==> config.mk <==
export PLATFORM = sky130hd
export DESIGN_NAME = mem_arbiter
export DESIGN_NICKNAME = d
export VERILOG_FILES = /design/src/rtl/cpu_mem_pkg.sv /design/src/rtl/mem_arbiter.sv
export SDC_FILE = /design/constraint.sdc
export NUM_CORES = 1
export LEC_CHECK = 0
export ABC_AREA = 1
export CAP_MARGIN = 20
export CORE_UTILIZATION = 35
export DETAILED_ROUTE_END_ITERATION = 8
export DONT_BUFFER_PORTS = 1
export MAX_ROUTING_LAYER = met4
export PLACE_DENSITY = 0.57
export SLEW_MARGIN = 20
export SYNTH_ARGS = -nofsm -noshare
export SYNTH_HDL_FRONTEND = slang
export SYNTH_SLANG_ARGS = --single-unit
==> constraint.sdc <==
create_clock -name clk_i -period 2.1 [get_ports clk_i]
set_clock_uncertainty 0.15 [all_clocks]
set_input_delay 0.315 -clock clk_i [delete_from_list [all_inputs] [get_ports clk_i]]
set_output_delay 0.315 -clock clk_i [all_outputs]
set_load 0.01 [all_outputs]
==> src/rtl/cpu_mem_pkg.sv <==
// Shared types for the CPU memory arbiter: FSM state encoding and the IF/DM grant encoding.
package cpu_mem_pkg;

   typedef enum logic [1:0] {
      StIdle   = 2'd0,
      StBusyIf = 2'd1,
      StBusyDm = 2'd2,
      StResp   = 2'd3
   } arb_state_e;

   typedef enum logic {
      GntIf = 1'b0,
      GntDm = 1'b1
   } grant_e;

   // Streak counter width able to hold 0..limit inclusive.
   function automatic int unsigned streak_width(input int unsigned limit);
      return (limit > 0) ? $clog2(limit + 1) : 1;
   endfunction

endpackage

==> src/rtl/mem_arbiter.sv <==
// Arbitrates instruction-fetch and data-memory requests onto one single-port memory.
// Data wins by default; a streak counter bounds how long a waiting fetch can be passed over.
module mem_arbiter
   import cpu_mem_pkg::*;
#(
   parameter int unsigned ADDR_W       = 32,
   parameter int unsigned DATA_W       = 32,
   parameter int unsigned STARVE_LIMIT = 4
) (
   input  logic              clk_i,
   input  logic              rst_i,

   input  logic              if_req_i,
   input  logic [ADDR_W-1:0] if_addr_i,
   output logic              if_ack_o,
   output logic [DATA_W-1:0] if_rdata_o,

   input  logic              dm_req_i,
   input  logic              dm_we_i,
   input  logic [ADDR_W-1:0] dm_addr_i,
   input  logic [DATA_W-1:0] dm_wdata_i,
   output logic              dm_ack_o,
   output logic [DATA_W-1:0] dm_rdata_o,

   output logic              mem_req_o,
   output logic              mem_we_o,
   output logic [ADDR_W-1:0] mem_addr_o,
   output logic [DATA_W-1:0] mem_wdata_o,
   input  logic              mem_ack_i,
   input  logic [DATA_W-1:0] mem_rdata_i,

   output logic              stall_o
);

   localparam int unsigned StreakW = streak_width(STARVE_LIMIT);
   localparam logic [StreakW-1:0] StreakMax = StreakW'(STARVE_LIMIT);

   arb_state_e          state_q;
   logic [StreakW-1:0]  streak_q;
   logic                mem_req_q;
   logic                mem_we_q;
   logic [ADDR_W-1:0]   mem_addr_q;
   logic [DATA_W-1:0]   mem_wdata_q;
   logic                if_ack_q;
   logic                dm_ack_q;
   logic [DATA_W-1:0]   if_rdata_q;
   logic [DATA_W-1:0]   dm_rdata_q;

   logic                starved;
   logic                grant_valid;
   grant_e              grant;
   logic [StreakW-1:0]  streak_dm;

   assign starved = (streak_q == StreakMax);

   always_comb begin
      grant_valid = 1'b0;
      grant       = GntDm;
      if (dm_req_i && !(if_req_i && starved)) begin
         grant_valid = 1'b1;
         grant       = GntDm;
      end else if (if_req_i) begin
         grant_valid = 1'b1;
         grant       = GntIf;
      end
   end

   // Streak value after a DM grant: counts only while a fetch is actually waiting.
   always_comb begin
      streak_dm = '0;
      if (if_req_i) begin
         streak_dm = starved ? streak_q : streak_q + StreakW'(1);
      end
   end

   always_ff @(posedge clk_i or negedge rst_i) begin
      if (!rst_i) begin
         state_q     <= StIdle;
         streak_q    <= '0;
         mem_req_q   <= 1'b0;
         mem_we_q    <= 1'b0;
         mem_addr_q  <= '0;
         mem_wdata_q <= '0;
         if_ack_q    <= 1'b0;
         dm_ack_q    <= 1'b0;
         if_rdata_q  <= '0;
         dm_rdata_q  <= '0;
      end else begin
         unique case (state_q)
            StIdle: begin
               if (grant_valid) begin
                  mem_req_q <= 1'b1;
                  if (grant == GntDm) begin
                     mem_we_q    <= dm_we_i;
                     mem_addr_q  <= dm_addr_i;
                     mem_wdata_q <= dm_wdata_i;
                     streak_q    <= streak_dm;
                     state_q     <= StBusyDm;
                  end else begin
                     mem_we_q    <= 1'b0;
                     mem_addr_q  <= if_addr_i;
                     mem_wdata_q <= '0;
                     streak_q    <= '0;
                     state_q     <= StBusyIf;
                  end
               end
            end
            StBusyIf: begin
               if (mem_ack_i) begin
                  mem_req_q  <= 1'b0;
                  if_rdata_q <= mem_rdata_i;
                  if_ack_q   <= 1'b1;
                  state_q    <= StResp;
               end
            end
            StBusyDm: begin
               if (mem_ack_i) begin
                  mem_req_q <= 1'b0;
                  // Stores leave the last load data visible.
                  if (!mem_we_q) begin
                     dm_rdata_q <= mem_rdata_i;
                  end
                  dm_ack_q  <= 1'b1;
                  state_q   <= StResp;
               end
            end
            StResp: begin
               if_ack_q <= 1'b0;
               dm_ack_q <= 1'b0;
               state_q  <= StIdle;
            end
            default: begin
               state_q <= StIdle;
            end
         endcase
      end
   end

   assign mem_req_o   = mem_req_q;
   assign mem_we_o    = mem_we_q;
   assign mem_addr_o  = mem_addr_q;
   assign mem_wdata_o = mem_wdata_q;
   assign if_ack_o    = if_ack_q;
   assign dm_ack_o    = dm_ack_q;
   assign if_rdata_o  = if_rdata_q;
   assign dm_rdata_o  = dm_rdata_q;

   // Gated by reset so every output reads 0 while reset is held.
   assign stall_o = rst_i & ((if_req_i & ~if_ack_q) | (dm_req_i & ~dm_ack_q));

endmodule

==> results.md, run 1 <==
Run status:
- The flow ran to the end, but the final reports show violations.
- The checks that failed: hold timing.

Pwr:
- The worst vdd rail ir drop is 0.000601 V.
- Of the total power, the share spent switching nets is 0.392.
- In this run the power density over the cells is 1390 mW/mm2.
- The net switching power is 0.00436 W.
- The share of total power dissipated in the clock network is 0.274.
- Summed over all cells, the static leakage comes to 4.23 nW.
- The share of total power dissipated in sequential elements is 0.485.
- The part of the power in combinational logic is 0.241.
- The internal power of the cells is 0.00675 W.

Clocking:
- In this run the post-CTS setup repair buffer count came out at 0.
- The number of H-tree levels is 4.
- The number of sinks handled by clock tree synthesis is 137.
- The library cell used as clock root buffer is sky130_fd_sc_hd__clkbuf_16.
- After clock tree synthesis, the clock-pin slew on the worst setup and hold paths is 0.06 ns.
- The clock reaches the later pin of the worst-skew pair after 0.41 ns.
- The number of buffers added to fix hold violations after cts is 120.
- The number of buffers created by CTS is 17.
- The maximum buffer depth of the clock tree is 2.
- The clock tree from TritonCTS is yes.
- The number of gates resized after cts is 0.

Logic synthesis:
- Synthesis instantiated 17 different standard cells from the library.
- The area fraction in compound gates after synthesis is 0.0588.
- The adder-cell share of the synthesized area is 0.0146.
- Summed over all instances, the cell type with the most area after synthesis is sky130_fd_sc_hd__dfrtp_1.
- The combinational family with the most area after synthesis is simple AND/OR/NAND/NOR gates.
- The mapped netlist covers 0.00600 mm2.
- The post-synthesis simple-gate area fraction is 0.249.
- Ranked by total cell area, the synthesized netlist is headed by sky130_fd_sc_hd__dfrtp_1 57%, sky130_fd_sc_hd__nand2_1 16%, sky130_fd_sc_hd__nand3_1 8.4%.
- After synthesis, the share of cell area in mux cells is 0.
- The synthesized instance count is 728.
- The number of nets in the synthesized netlist is 869.
- The count of warnings emitted by yosys is 0.
- Of the post-synthesis cell area, the dominant cell type holds 0.571.
- Dividing the synthesized area by the synthesized cell count gives 8.24 um2.
- The sequential share of the synthesized area is 0.571.
- The xor-xnor portion of the synthesized cell area is 0.
- Counting flops and latches in the post-synthesis netlist gives 137.

Worst setup path:
- The internal reg-to-reg setup slack is 0.32 ns.
- The type of the setup path with the least slack is reg2reg.
- The worst register-to-register path has a depth of 9.
- The launching instance or port of the critical path is streak_q[0]$_DFFE_PN0P_.
- The endpoint identified for the worst register-to-register timing path is mem_addr_o[31]$_DFFE_PN0P_.
- At the worst endpoint, the required time is 2.25 ns.
- Data on the critical path arrives at its endpoint at 1.93 ns.
- The worst register-to-register path begins at streak_q[0]$_DFFE_PN0P_.
- In this run the worst setup path terminates at mem_addr_o[31]$_DFFE_PN0P_.
- The worst setup path is launched from a flop.
- The sort of element at the end of the critical path is a flop.
- In this run the worst path has a maximum fanout of 30.

Cells and area:
- After the last flow step, the layout net total stands at 976.
- In the final layout, the share of cells above drive strength 1 is 0.0554.
- The antenna diode count is 0.
- The post-synthesis to final-layout area growth is 33.5%.
- Once layout is complete, the utilization of the core stands at 0.481.

Timing:
- At the pin with the least slew margin, the transition time is 0.349 ns.
- Across all hold checks on the routed design, the worst slack comes to -0.558 ns.
- Setup repair after global routing left no endpoint under its margin.
- Static timing analysis puts the maximum clock frequency at 0.560 GHz.
- The final setup violation count is 0.
- The total count of max-transition violations in the final report is 0.
- For the finished layout, the period the worst path requires is 1.78 ns.
- The final clock period utilization by the worst path is 0.850.
- The headroom to the max-slew limit is 0.767.
- The count of endpoints failing hold in the final timing report was 137.
- The final-layout setup total negative slack is 0 ns.

Drt:
- The post-detailed-route wirelength per cell is 15.9 um.
- The number of remaining DRC errors is 0.
- Across all layers, the routed design uses 5098 vias.
- The via density per instance is 4.77.
- The remaining number of nets flagged by the antenna check after routing is 0.
- After the first detailed-routing iteration, the DRC count stood at 235.
- Summed over all layers, the routed wires come to 17.0 mm.
- The first-pass iteration count of the detailed router is 4.

Floorplanning:
- The core box area is 0.0166 mm2.
- During I/O placement, the number of pins put on the boundary was 267.
- The horizontal die dimension is 133 um.
- The die covers 0.0177 mm2.
- The floorplan die height is 133 um.
- For this configuration, the core starts out at a cell density of 0.361.
- The row count is 47.

Global routing:
- The initial antenna violation count came to 0.
- Summed over all layers, the global routing overflow is 0.
- The all-layer global routing usage is 0.200.
- The largest net degree at the start of global routing is 139.
- The number of global-route vias before repair was 5129.
- The first global-routing pass estimated 26.8 mm of wire.

Placement:
- The last weighted congestion value of the routability-driven placer is 0.793.
- The count of input and output buffers is 0.
- The estimated wirelength of the detail-placed design is 10.2 mm.

Min path:
- The worst min-delay path class is in2async.

Run:
- The number of max-capacitance violations reported is 0.
state kept, by name, indices dropped and copies added, names as in the netlist:
| name | count |
|---|---|
| dm_ack_o | 1 |
| dm_rdata_o | 32 |
| if_ack_o | 1 |
| if_rdata_o | 32 |
| mem_addr_o | 32 |
| mem_req_o | 1 |
| mem_wdata_o | 32 |
| mem_we_o | 1 |
| state_q | 2 |
| streak_q | 3 |
cells by family (layout without fill, tap and decap cells):
logic type / count (synthesis) / in the layout
flip-flops: 137 / 137
adder cells (fa/ha/maj): 7 / 7
AND/OR/NAND/NOR: 361 / 361
buffers and inverters: 153 / 273
AO/OA/AOI/OAI: 70 / 70
cells in the mapped netlist:
cell                       number
sky130_fd_sc_hd__nand3_1      101
sky130_fd_sc_hd__nor2_1         5
sky130_fd_sc_hd__and2_1         1
sky130_fd_sc_hd__buf_6          1
sky130_fd_sc_hd__buf_4         12
sky130_fd_sc_hd__nand4_1        2
sky130_fd_sc_hd__o21ai_0       68
sky130_fd_sc_hd__ha_1           7
sky130_fd_sc_hd__inv_1        111
sky130_fd_sc_hd__o22ai_1        2
sky130_fd_sc_hd__dfrtp_1      137
sky130_fd_sc_hd__nand2_1      251
sky130_fd_sc_hd__nor2_4         1
sky130_fd_sc_hd__inv_2          1
sky130_fd_sc_hd__clkbuf_1      17
sky130_fd_sc_hd__buf_2          7
sky130_fd_sc_hd__buf_1          4
worst max-delay path, stage by stage (launching register included):
cell                      delay, ns
sky130_fd_sc_hd__dfrtp_1       0.35
sky130_fd_sc_hd__inv_1         0.07
sky130_fd_sc_hd__ha_1          0.19
sky130_fd_sc_hd__nand2_1       0.10
sky130_fd_sc_hd__nand2_1       0.11
sky130_fd_sc_hd__nand2_2       0.10
sky130_fd_sc_hd__buf_4         0.34
sky130_fd_sc_hd__nand2_1       0.11
sky130_fd_sc_hd__nand3_1       0.09
sky130_fd_sc_hd__nand2_1       0.06
layout make-up:
| type | count | area (um2) |
|---|---|---|
| clock buffers | 18 | 439 |
| clock inverters | 14 | 163 |
| fillers | 1542 | 8630 |
| inverters | 112 | 420 |
| multi-input cells | 438 | 1940 |
| flip-flops and latches | 137 | 3430 |
| well taps | 220 | 275 |
| repair buffers | 129 | 1340 |
layer usage:
metal	track usage	vias to the layer above	wire length, um
met2	0.318	242	7950
met1	0.235	2375	7110
li1	-	2457	-
met3	0.0693	24	1600
met4	0.0728	0	312
met5	-	-	0
power by group through the flow:
stage,registers (W),logic [W],clock network [W]
final,0.00539,0.00268,0.00305
after global routing,0.00553,0.00311,0.00324
after CTS,0.00539,0.00268,0.00313
after detailed placement,0.00540,0.00249,0
after global placement,0.00543,0.00238,0
after floorplan,0.00507,0.00201,0
through the flow:
stage / cells / power (W) / hold slack, ns / worst slack (ns) / area (um2)
detailed placement: 916 / 0.00790 / -0.127 / 0.315 / 6200
global route: 1068 / 0.0119 / -0.588 / 0.140 / 8010
global placement: 916 / 0.00781 / -0.127 / 0.319 / 6200
floorplan: 728 / 0.00708 / -0.131 / 0.466 / 6000
CTS: 1068 / 0.0112 / -0.578 / 0.308 / 8010
finish: 1068 / 0.0111 / -0.558 / 0.315 / 8010
layout by cell type, fill, tap and decap left out, drive strengths merged, types with 2 or more instances in the layout:
master       count
nand2          251
dfrtp          137
dlygate4sd3    119
inv            117
nand3          101
o21ai           68
clkbuf          18
buf             10
ha               7
nor2             6
clkinvlp         4
clkinv           3
o22ai            2
nand4            2
bufinv           2
worst min-delay path by stage:
| stage | to | slack, ns | depth (start not counted) |
|---|---|---|---|
| after CTS | dm_rdata_o[4]$_DFFE_PN0P_ | -0.58 | 0 |
| after floorplan | dm_ack_o$_DFFE_PN0P_ | -0.13 | 0 |
| final | dm_rdata_o[4]$_DFFE_PN0P_ | -0.56 | 0 |
| after detailed placement | dm_rdata_o[4]$_DFFE_PN0P_ | -0.13 | 0 |
| after global placement | dm_rdata_o[4]$_DFFE_PN0P_ | -0.13 | 0 |
| after global routing | dm_rdata_o[4]$_DFFE_PN0P_ | -0.59 | 0 |
Power figures use the tool's default switching activity.
==> inputs of run 2 (changes only) <==
--- a/config.mk
+++ b/config.mk
@@ -11,7 +11,7 @@
 export DETAILED_ROUTE_END_ITERATION = 8
 export DONT_BUFFER_PORTS = 1
 export MAX_ROUTING_LAYER = met4
-export PLACE_DENSITY = 0.57
+export PLACE_DENSITY = 0.59
 export SLEW_MARGIN = 20
 export SYNTH_ARGS = -nofsm -noshare
 export SYNTH_HDL_FRONTEND = slang
==> constraint.sdc (replaced) <==
create_clock -name clk_i -period 1.5 [get_ports clk_i]
set_clock_uncertainty 0.15 [all_clocks]
set_input_delay 0.225 -clock clk_i [delete_from_list [all_inputs] [get_ports clk_i]]
set_output_delay 0.225 -clock clk_i [all_outputs]
set_load 0.01 [all_outputs]
==> run 2 against run 1 <==
Compared with the run above: the flow finishes with violations (hold timing, setup timing); critical path depth unchanged; hold slack worse by 0.093 ns; largest cell class unchanged; global-route usage increased by 2.8 points; sequential power is 45% higher; worst setup slack got worse by 0.41 ns; register-to-register slack got worse by 0.41 ns; cell count increased by 6.4%; sequential cell count stayed put; largest power group unchanged.
==> results.md, run 2 (synthesis results as in run 1) <==
Drt:
- After detailed routing, the met3 layer carries 1.91 mm of wire.
- Once detail routing completed, the nets flagged for antenna violations numbered 0.
- The routed layout has 5782 vias.
- The detailed router used layers up to and including met4.
- The post-detailed-route wirelength per cell is 19.3 um.
- For this run, design rule violations remaining after detail routing come to 0.
- The first-pass iteration count of the detailed router is 5.
- The post-route met1 wirelength is 8.19 mm.
- Detailed routing placed a total of 11.3 mm of wire on met2.
- The routed design has 22.0 mm of wire.
- The via density per instance is 5.09.
- In this run, the number of DRC markers left after iteration 0 of detailed routing was 320.

Run:
- The number of max-capacitance violations reported is 0.

Worst setup path:
- The required time at the worst-slack endpoint is 1.65 ns.
- Walking the worst path, the cells encountered are inv_2 -> ha_4 -> inv_2 -> nor2_4 -> buf_6 -> inv_12 -> buf_12 -> nand2_1 -> nand2_1.
- The worst register-to-register path has a depth of 9.
- The total buffers and inverters traversed by the critical path is 5.
- Counting buffers and inverters, the worst setup path is 9 cells deep.
- The cell at the slowest stage of the critical path is sky130_fd_sc_hd__dfrtp_1.
- The largest driver fanout on the critical path is 10.
- Data on the critical path arrives at its endpoint at 1.74 ns.
- STA classifies the critical path startpoint as a flop.
- On the worst path, the slowest cell contributes a delay of 0.39 ns.
- STA classifies the critical path endpoint as a flop.
- The critical path is of the reg2reg type.
- The cell family contributing the most delay on the critical path is buffers and inverters.

Global routing:
- The first global-routing pass estimated 29.7 mm of wire.
- After global routing the overflow that remains totals 0.
- The number of global-route vias before repair was 5684.
- The initial antenna violation count was 0.
- Entering global routing, the biggest net connects 139 pins.
- The all-layer global routing usage is 0.228.

Cells and area:
- Leaving out filler cells and counting taps, the final layout contains 1136.
- The antenna diode count is 0.
- The number of nets in the finished design is 1044.
- The summed area of non-filler cells in the final layout is 0.00973 mm2.
- The library cells used most frequently in the layout, excluding fill and tap cells, are 167 x sky130_fd_sc_hd__nand2_1, 136 x sky130_fd_sc_hd__dfrtp_1, 130 x sky130_fd_sc_hd__dlygate4sd3_1.
- The most common cell after layout, fill and taps aside is sky130_fd_sc_hd__nand2_1.
- The number of fillers in the final layout is 1332.
- From synthesis to final layout, the design area changed by 62.1%.
- In the final layout, the share of cells above drive strength 1 is 0.262.

Clocking:
- Clock tree synthesis found a total of 137 sinks.
- The library cell used as clock root buffer is sky130_fd_sc_hd__clkbuf_16.
- The number of buffers added to fix hold violations after cts is 132.
- The clock tree from TritonCTS is yes.
- The later pin in the worst-skew pair is clocked with a latency of 0.42 ns.
- TritonCTS created 17 clock buffers.
- The clock passes through at most 2 buffers.
- After clock tree synthesis, the clock-pin slew on the worst setup and hold paths is 0.06 ns.
- The number of H-tree levels is 4.

Floorplanning:
- The core box area is 0.0166 mm2.
- The floorplan step defined a die boundary enclosing 0.0177 mm2.
- In this run the horizontal extent of the chip is 133 um.
- The row count is 47.
- The die is 133 um tall.
- The number of primary I/O pins is 267.
- The effective utilization at floorplan is 0.361.

Pwr:
- The part of the power in combinational logic is 0.374.
- Summed over all cells, the static leakage comes to 4.92 nW.
- Of the total power, registers draw 0.409.
- Of the total power, the clock network draws 0.217.
- Cell internal power was estimated by the tool at 0.0115 W.
- Across the VDD grid, the largest voltage drop is 0.000935 V.
- Dividing total power by cell area gives a power density of 1970 mW/mm2.
- For this design the total switching power over the nets is 0.00768 W.
- The switching part of the total power is 0.401.
- The design draws 0.0191 W.

Timing:
- Counting I/O delays and the setup requirement, the final critical path takes 1.59 ns.
- The worst pin sits at a relative slew slack of 0.648.
- Setup repair after global routing could not meet its margin everywhere.
- Across all setup checks in the final design, the least slack found is -0.0947 ns.
- Based on the critical path, the design can be clocked at up to 0.627 GHz.
- The final setup violation count is 93.
- Final hold analysis gives a worst-case slack of -0.651 ns.
- At the pin with the least slew margin, the transition time is 0.528 ns.
- The final clock period utilization by the worst path is 1.06.
- The total count of max-transition violations in the final report is 0.
- The count of endpoints failing hold in the final timing report is 137.

Placement:
- Including well taps, the total number of placed cells is 932.
- The last weighted congestion value of the routability-driven placer is 0.792.
- The count of input and output buffers is 0.
- The placed instances occupy a cell area of 0.00640 mm2.
- The estimated wirelength of the detail-placed design is 10.2 mm.

Min path:
- The min-delay analysis places its worst path in the category in2async.

Run status:
- The final reports fail on hold timing, setup timing.
- The flow ran to the end, but the final reports show violations.
==> run 2: cell count changes in the layout (fill, tap and decap cells not counted), moves of 11 or more <==
| cell | delta |
|---|---|
| sky130_fd_sc_hd__nand2_1 | -81 |
| sky130_fd_sc_hd__clkbuf_16 | +11 |
| sky130_fd_sc_hd__buf_4 | +11 |
| sky130_fd_sc_hd__nand3_2 | +15 |
| sky130_fd_sc_hd__o21ai_2 | +25 |
| sky130_fd_sc_hd__o21ai_0 | -66 |
| sky130_fd_sc_hd__buf_6 | +11 |
| sky130_fd_sc_hd__o21ai_1 | +41 |
| sky130_fd_sc_hd__nand2_2 | +52 |
| sky130_fd_sc_hd__nand2_4 | +27 |
| sky130_fd_sc_hd__nand3_1 | -16 |
| sky130_fd_sc_hd__dlygate4sd3_1 | +11 |
==> run 2: path summary, 6_finish.rpt <==
path	start	endpoint	slack, ns
worst max register to register	state_q[0]$_DFFE_PN0P_	mem_wdata_o[19]$_DFFE_PN0P_	-0.09
worst min register to register	mem_wdata_o[12]$_DFFE_PN0P_	mem_wdata_o[12]$_DFFE_PN0P_	0.39
worst max-delay path	state_q[0]$_DFFE_PN0P_	mem_wdata_o[19]$_DFFE_PN0P_	-0.09
worst min-delay path	rst_i	mem_addr_o[7]$_DFFE_PN0P_	-0.65
min in group clk_i	dm_req_i	streak_q[2]$_DFFE_PN0P_	0.03
max in group asynchronous	rst_i	mem_wdata_o[6]$_DFFE_PN0P_	1.61
==> run 2: power by group through the flow <==
| stage | Sequential, W | Clock, W | Combinational, W |
|---|---|---|---|
| 5_1_grt | 0.00800 | 0.00438 | 0.00779 |
| 4_1_cts | 0.00755 | 0.00423 | 0.00556 |
| 6_report | 0.00783 | 0.00415 | 0.00716 |
| 3_5_place_dp | 0.00752 | 0 | 0.00390 |
| 3_3_place_gp | 0.00756 | 0 | 0.00373 |
| 2_1_floorplan | 0.00710 | 0 | 0.00287 |
==> run 2: stage by stage <==
stage               hold slack (ns)  utilization  worst slack (ns)  TNS [ns]
floorplan                    -0.221            -           -0.0251     -1.63
global placement             -0.218        0.384           -0.0257    -0.579
detailed placement           -0.218        0.384           -0.0508     -2.01
CTS                          -0.673        0.541            -0.111     -3.84
global route                 -0.681        0.585            -0.169    -10.99
finish                       -0.651        0.585           -0.0947     -3.41
==> run 2: routing by layer <==
metal  up-vias  track usage
met2       323        0.374
met4         0        0.105
met3        45       0.0705
met5         -            -
li1       2609            -
met1      2805        0.254
==> run 2: layout make-up <==
| type | instances | area, um2 | share of cell area |
|---|---|---|---|
| flip-flops and latches | 137 | 3430 | 0.352 |
| repair buffers | 195 | 2400 | 0.247 |
| well taps | 220 | 275 | 0.0283 |
| inverters | 112 | 440 | 0.0453 |
| clock inverters | 12 | 115 | 0.0118 |
| clock buffers | 20 | 467 | 0.0480 |
| multi-input cells | 440 | 2600 | 0.267 |
==> run 2: repair_timing <==
| item | CTS | global route |
|---|---|---|
| gates cloned | 12 | 16 |
| pin swaps | 33 | 10 |
| setup buffers | 15 | 2 |
| resized for setup | 86 | 189 |
| endpoints found under the hold margin | 274 | 137 |
| endpoints found under the setup margin | 73 | 136 |
==> inputs of run 3 (changes only) <==
--- a/config.mk
+++ b/config.mk
@@ -5,14 +5,15 @@
 export SDC_FILE = /design/constraint.sdc
 export NUM_CORES = 1
 export LEC_CHECK = 0
-export ABC_AREA = 1
 export CAP_MARGIN = 20
 export CORE_UTILIZATION = 35
 export DETAILED_ROUTE_END_ITERATION = 8
 export DONT_BUFFER_PORTS = 1
 export MAX_ROUTING_LAYER = met4
 export PLACE_DENSITY = 0.59
+export SKIP_LAST_GASP = 1
 export SLEW_MARGIN = 20
 export SYNTH_ARGS = -nofsm -noshare
 export SYNTH_HDL_FRONTEND = slang
 export SYNTH_SLANG_ARGS = --single-unit
+export TNS_END_PERCENT = 20
==> run 3 against run 2 <==
Compared with the run above: the flow still finishes with violations (hold timing, setup timing); clock-buffer cell count down 1; die area down 1.3%; first-iteration DRC count down 30%; cell area down 9.4%; via count down 17%; hold slack better by 0.0078 ns; global-route usage down 1.8 points; clock power up 5%; utilization down 5.3 points; largest cell class unchanged; largest power group unchanged; sequential power down 2%; synthesized cell count down 29%; sequential cell count unchanged.
==> results.md, run 3 <==
Timing:
- The tightest hold path in the finished design has a slack of -0.643 ns.
- The worst setup slack after layout is -0.215 ns.
- Setup violations remaining at the end of the flow were counted as 135.
- For the finished layout, the period the worst path requires is 1.71 ns.
- The count of endpoints failing hold in the final timing report is 137.
- The slew at the pin with the worst max-slew slack is 0.372 ns.
- The headroom to the max-slew limit is 0.751.
- Of the available clock period, the critical path in the final layout requires 1.14.
- The total count of max-transition violations in the final report is 0.
- The highest clock frequency the design can meet is 0.583 GHz.
- Setup repair after global routing could not meet its margin everywhere.
- Adding up every negative setup slack in the final design gives -19.47 ns.

Cells and area:
- The top cell types in the final layout, fill and taps aside, are 135 x sky130_fd_sc_hd__dfrtp_1, 131 x sky130_fd_sc_hd__dlygate4sd3_1, 130 x sky130_fd_sc_hd__nand2_1.
- The area growth from synthesis to layout is 48.8%.
- The fraction of final layout cells sized beyond drive strength 1 is 0.287.
- Leaving out fill and tap cells, the most frequent cell in the layout is sky130_fd_sc_hd__dfrtp_1.
- The summed area of non-filler cells in the final layout is 0.00881 mm2.
- 0 antenna diodes ended up in the layout.
- The number of fillers in the final layout is 1351.
- The multi-input combinational cells in the finished layout cover a total of 0.00243 mm2.
- At the end of the flow, the number of nets in the layout was 819.
- Once layout is complete, the cells apart from fillers number 911.
- The sequential cells in the finished layout cover a total of 0.00343 mm2.

Worst setup path:
- The slowest stage of the critical path belongs to the cell sky130_fd_sc_hd__dfrtp_1.
- The critical path is of the reg2reg type.
- Data on the critical path is required at its endpoint by 1.64 ns.
- Together, buffers and inverters on the worst path number 2.
- Counting buffers and inverters, the worst setup path is 5 cells deep.
- The critical path goes through buf_4 -> ha_1 -> nand2_4 -> buf_12 -> mux2_2.
- Broken down by cell family, the worst path's largest delay share belongs to flip-flops.
- The worst setup path is launched from a flop.
- Setup slack on the worst reg-to-reg path comes out at -0.21 ns.
- In this run the critical register-to-register path is captured at if_rdata_o[31]$_DFFE_PN0P_.
- Counting cells, the worst reg-to-reg path comes to 5.
- The startpoint of the worst register-to-register path is state_q[0]$_DFFE_PN0P_.
- The worst endpoint data arrival time is 1.85 ns.
- The largest driver fanout on the critical path is 11.
- The largest stage delay on the critical path is 0.39 ns.
- The worst setup path is captured at a flop.

Drt:
- The via density per instance is 5.27.
- The first-pass iteration count of the detailed router is 5.
- In the routed design, unresolved DRC markers number 0.
- The overall routed net length is 18.0 mm.
- The number of DRC markers after the initial detailed-route iteration is 223.
- The count of nets left with antenna violations once routing finished came out at 0.
- For this block, the via count after detailed routing is 4800.
- Dividing the detail-routed wire length by the instance count gives 19.7 um.

Floorplanning:
- The core box area is 0.0166 mm2.
- The effective utilization at floorplan is 0.357.
- The die is 132 um tall.
- The row count is 47.
- The die area is 0.0175 mm2.
- The number of primary I/O pins is 267.
- The die is 132 um wide.

Clocking:
- The clock slew at the register clock pins of the worst setup and hold paths is 0.06 ns.
- The number of buffers added to fix hold violations after cts is 132.
- In this run the clock root is driven by a sky130_fd_sc_hd__clkbuf_16.
- The number of buffers created by CTS is 17.
- The number of H-tree levels is 4.
- The clock tree from TritonCTS is yes.
- The later-pin clock latency in the skew report is 0.41 ns.
- The number of sinks handled by clock tree synthesis is 137.
- The maximum buffer depth of the clock tree is 2.

Pwr:
- The post-route total power is 0.0181 W.
- The worst vdd rail ir drop is 0.000903 V.
- Of the total power, the share spent switching nets is 0.357.
- Dividing total power by cell area gives a power density of 2060 mW/mm2.
- The share of total power in sequential cells is 0.422.
- The part of the power in combinational logic is 0.339.
- The internal power of the cells is 0.0117 W.
- The net switching power is 0.00647 W.
- The relative contribution of the clock network to total power is 0.239.
- The leakage power total is 3.90 nW.

Run:
- Max-cap violations in this run came to 0.

Logic synthesis:
- The synthesized instance count is 514.
- Counting distinct cell types in the post-synthesis netlist gives 29.
- The proportion of netlist area held by the largest area contributor is 0.579.
- The post-synth design cell area is 0.00592 mm2.
- After synthesis, the mean cell area works out to 11.5 um2.
- The number of nets in the synthesized netlist is 655.
- The commonest cells after synthesis are 137 x sky130_fd_sc_hd__dfrtp_1, 132 x sky130_fd_sc_hd__nand2_1, 65 x sky130_fd_sc_hd__mux2_2, 32 x sky130_fd_sc_hd__nand4_1, 27 x sky130_fd_sc_hd__o211ai_2.
- The count of flip-flops with a built-in enable after synthesis is 0.
- The share of async-settable or async-resettable flops after synthesis is 1.00.
- The number of storage elements in the synthesis netlist is 137.
- The post-synthesis cell type with the largest combined area is sky130_fd_sc_hd__dfrtp_1.
- The share of the Yosys chip area taken by registers is 0.579.
- The most used standard cell by instance count after synthesis is sky130_fd_sc_hd__dfrtp_1.
- By area the synthesized netlist is led by sky130_fd_sc_hd__dfrtp_1 58%, sky130_fd_sc_hd__mux2_2 12%, sky130_fd_sc_hd__nand2_1 8.4%.
- The count of warnings emitted by yosys is 0.
- The top flip-flop cell by instance count after synthesis is sky130_fd_sc_hd__dfrtp_1.

Global routing:
- The all-layer global routing usage is 0.210.
- The number of global-route vias before repair is 5220.
- The initial antenna violation count is 0.
- The total congestion overflow after global routing is 0.
- The wire length of the first global-routing pass is 27.6 mm.
- Entering global routing, the biggest net connects 139 pins.

Placement:
- The estimated wirelength of the detail-placed design is 10.3 mm.
- The last weighted congestion value of the routability-driven placer is 0.789.
- The number of placed instances, taps included, is 728.
- The count of buffers added on input and output ports is 0.
- The standard cell area after detailed placement is 0.00644 mm2.

Run status:
- The checks that failed: hold timing, setup timing.
- The run finished, with violations left.

Min path:
- In this run the worst hold path is classified as in2async.
run 3: final cells by class:
type | count | share of cell area
inverter | 7 | 0.00298
timing repair buffer | 183 | 0.230
clock buffer | 19 | 0.0514
sequential | 137 | 0.389
multi-input combinational | 332 | 0.276
tap | 220 | 0.0312
clock inverter | 13 | 0.0189
run 3: metrics by stage:
| step | utilization | setup WS (ns) |
|---|---|---|
| after floorplan | - | -0.110 |
| after global placement | 0.388 | -0.146 |
| after detailed placement | 0.388 | -0.202 |
| after CTS | 0.527 | -0.208 |
| after global routing | 0.531 | -0.271 |
| final | 0.531 | -0.215 |
run 3: worst max-delay path by stage:
stage                       startpoint                          to  slack (ns)
2_1_floorplan  streak_q[1]$_DFFE_PN0P_  mem_addr_o[10]$_DFFE_PN0P_       -0.11
3_3_place_gp    state_q[0]$_DFFE_PN0P_   dm_rdata_o[1]$_DFFE_PN0P_       -0.15
3_5_place_dp    state_q[0]$_DFFE_PN0P_  dm_rdata_o[20]$_DFFE_PN0P_       -0.20
4_1_cts         state_q[0]$_DFFE_PN0P_  dm_rdata_o[20]$_DFFE_PN0P_       -0.21
5_1_grt         state_q[0]$_DFFE_PN0P_  mem_addr_o[20]$_DFFE_PN0P_       -0.27
6_report        state_q[0]$_DFFE_PN0P_  if_rdata_o[31]$_DFFE_PN0P_       -0.21
run 3: power by group through the flow:
stage,clock [W],combinational [W],sequential [W]
floorplan,0,0.00347,0.00722
global placement,0,0.00455,0.00762
detailed placement,0,0.00486,0.00765
CTS,0.00445,0.00594,0.00764
global route,0.00459,0.00668,0.00784
finish,0.00434,0.00614,0.00766
run 3: metal layers:
layer  part of all wire  vias to the layer above  GRT usage
li1                   -                     2123          -
met1               0.38                     2372      0.226
met2               0.51                      272      0.362
met3              0.084                       33     0.0542
met4              0.024                        0     0.0969
met5                  0                        -          -
run 3: logic make-up (layout without fill, tap and decap cells):
group                      count (synthesis)  after routing  share of synthesized area
AOI/OAI and AO/OA                         82             82                      0.111
adders and majority gates                  7              7                     0.0148
buffers and inverters                     46            222                     0.0399
DFF                                      137            137                      0.579
muxes                                     67             67                      0.127
and+or+nand+nor                          175            176                      0.129
run 3: what timing repair did:
item                                    CTS  global route
pin swaps                                 4             5
resized for setup                        36            15
buffers inserted                          9             4
cloned                                    5             4
endpoints found under the hold margin   272           137
endpoints found under the setup margin  135           136
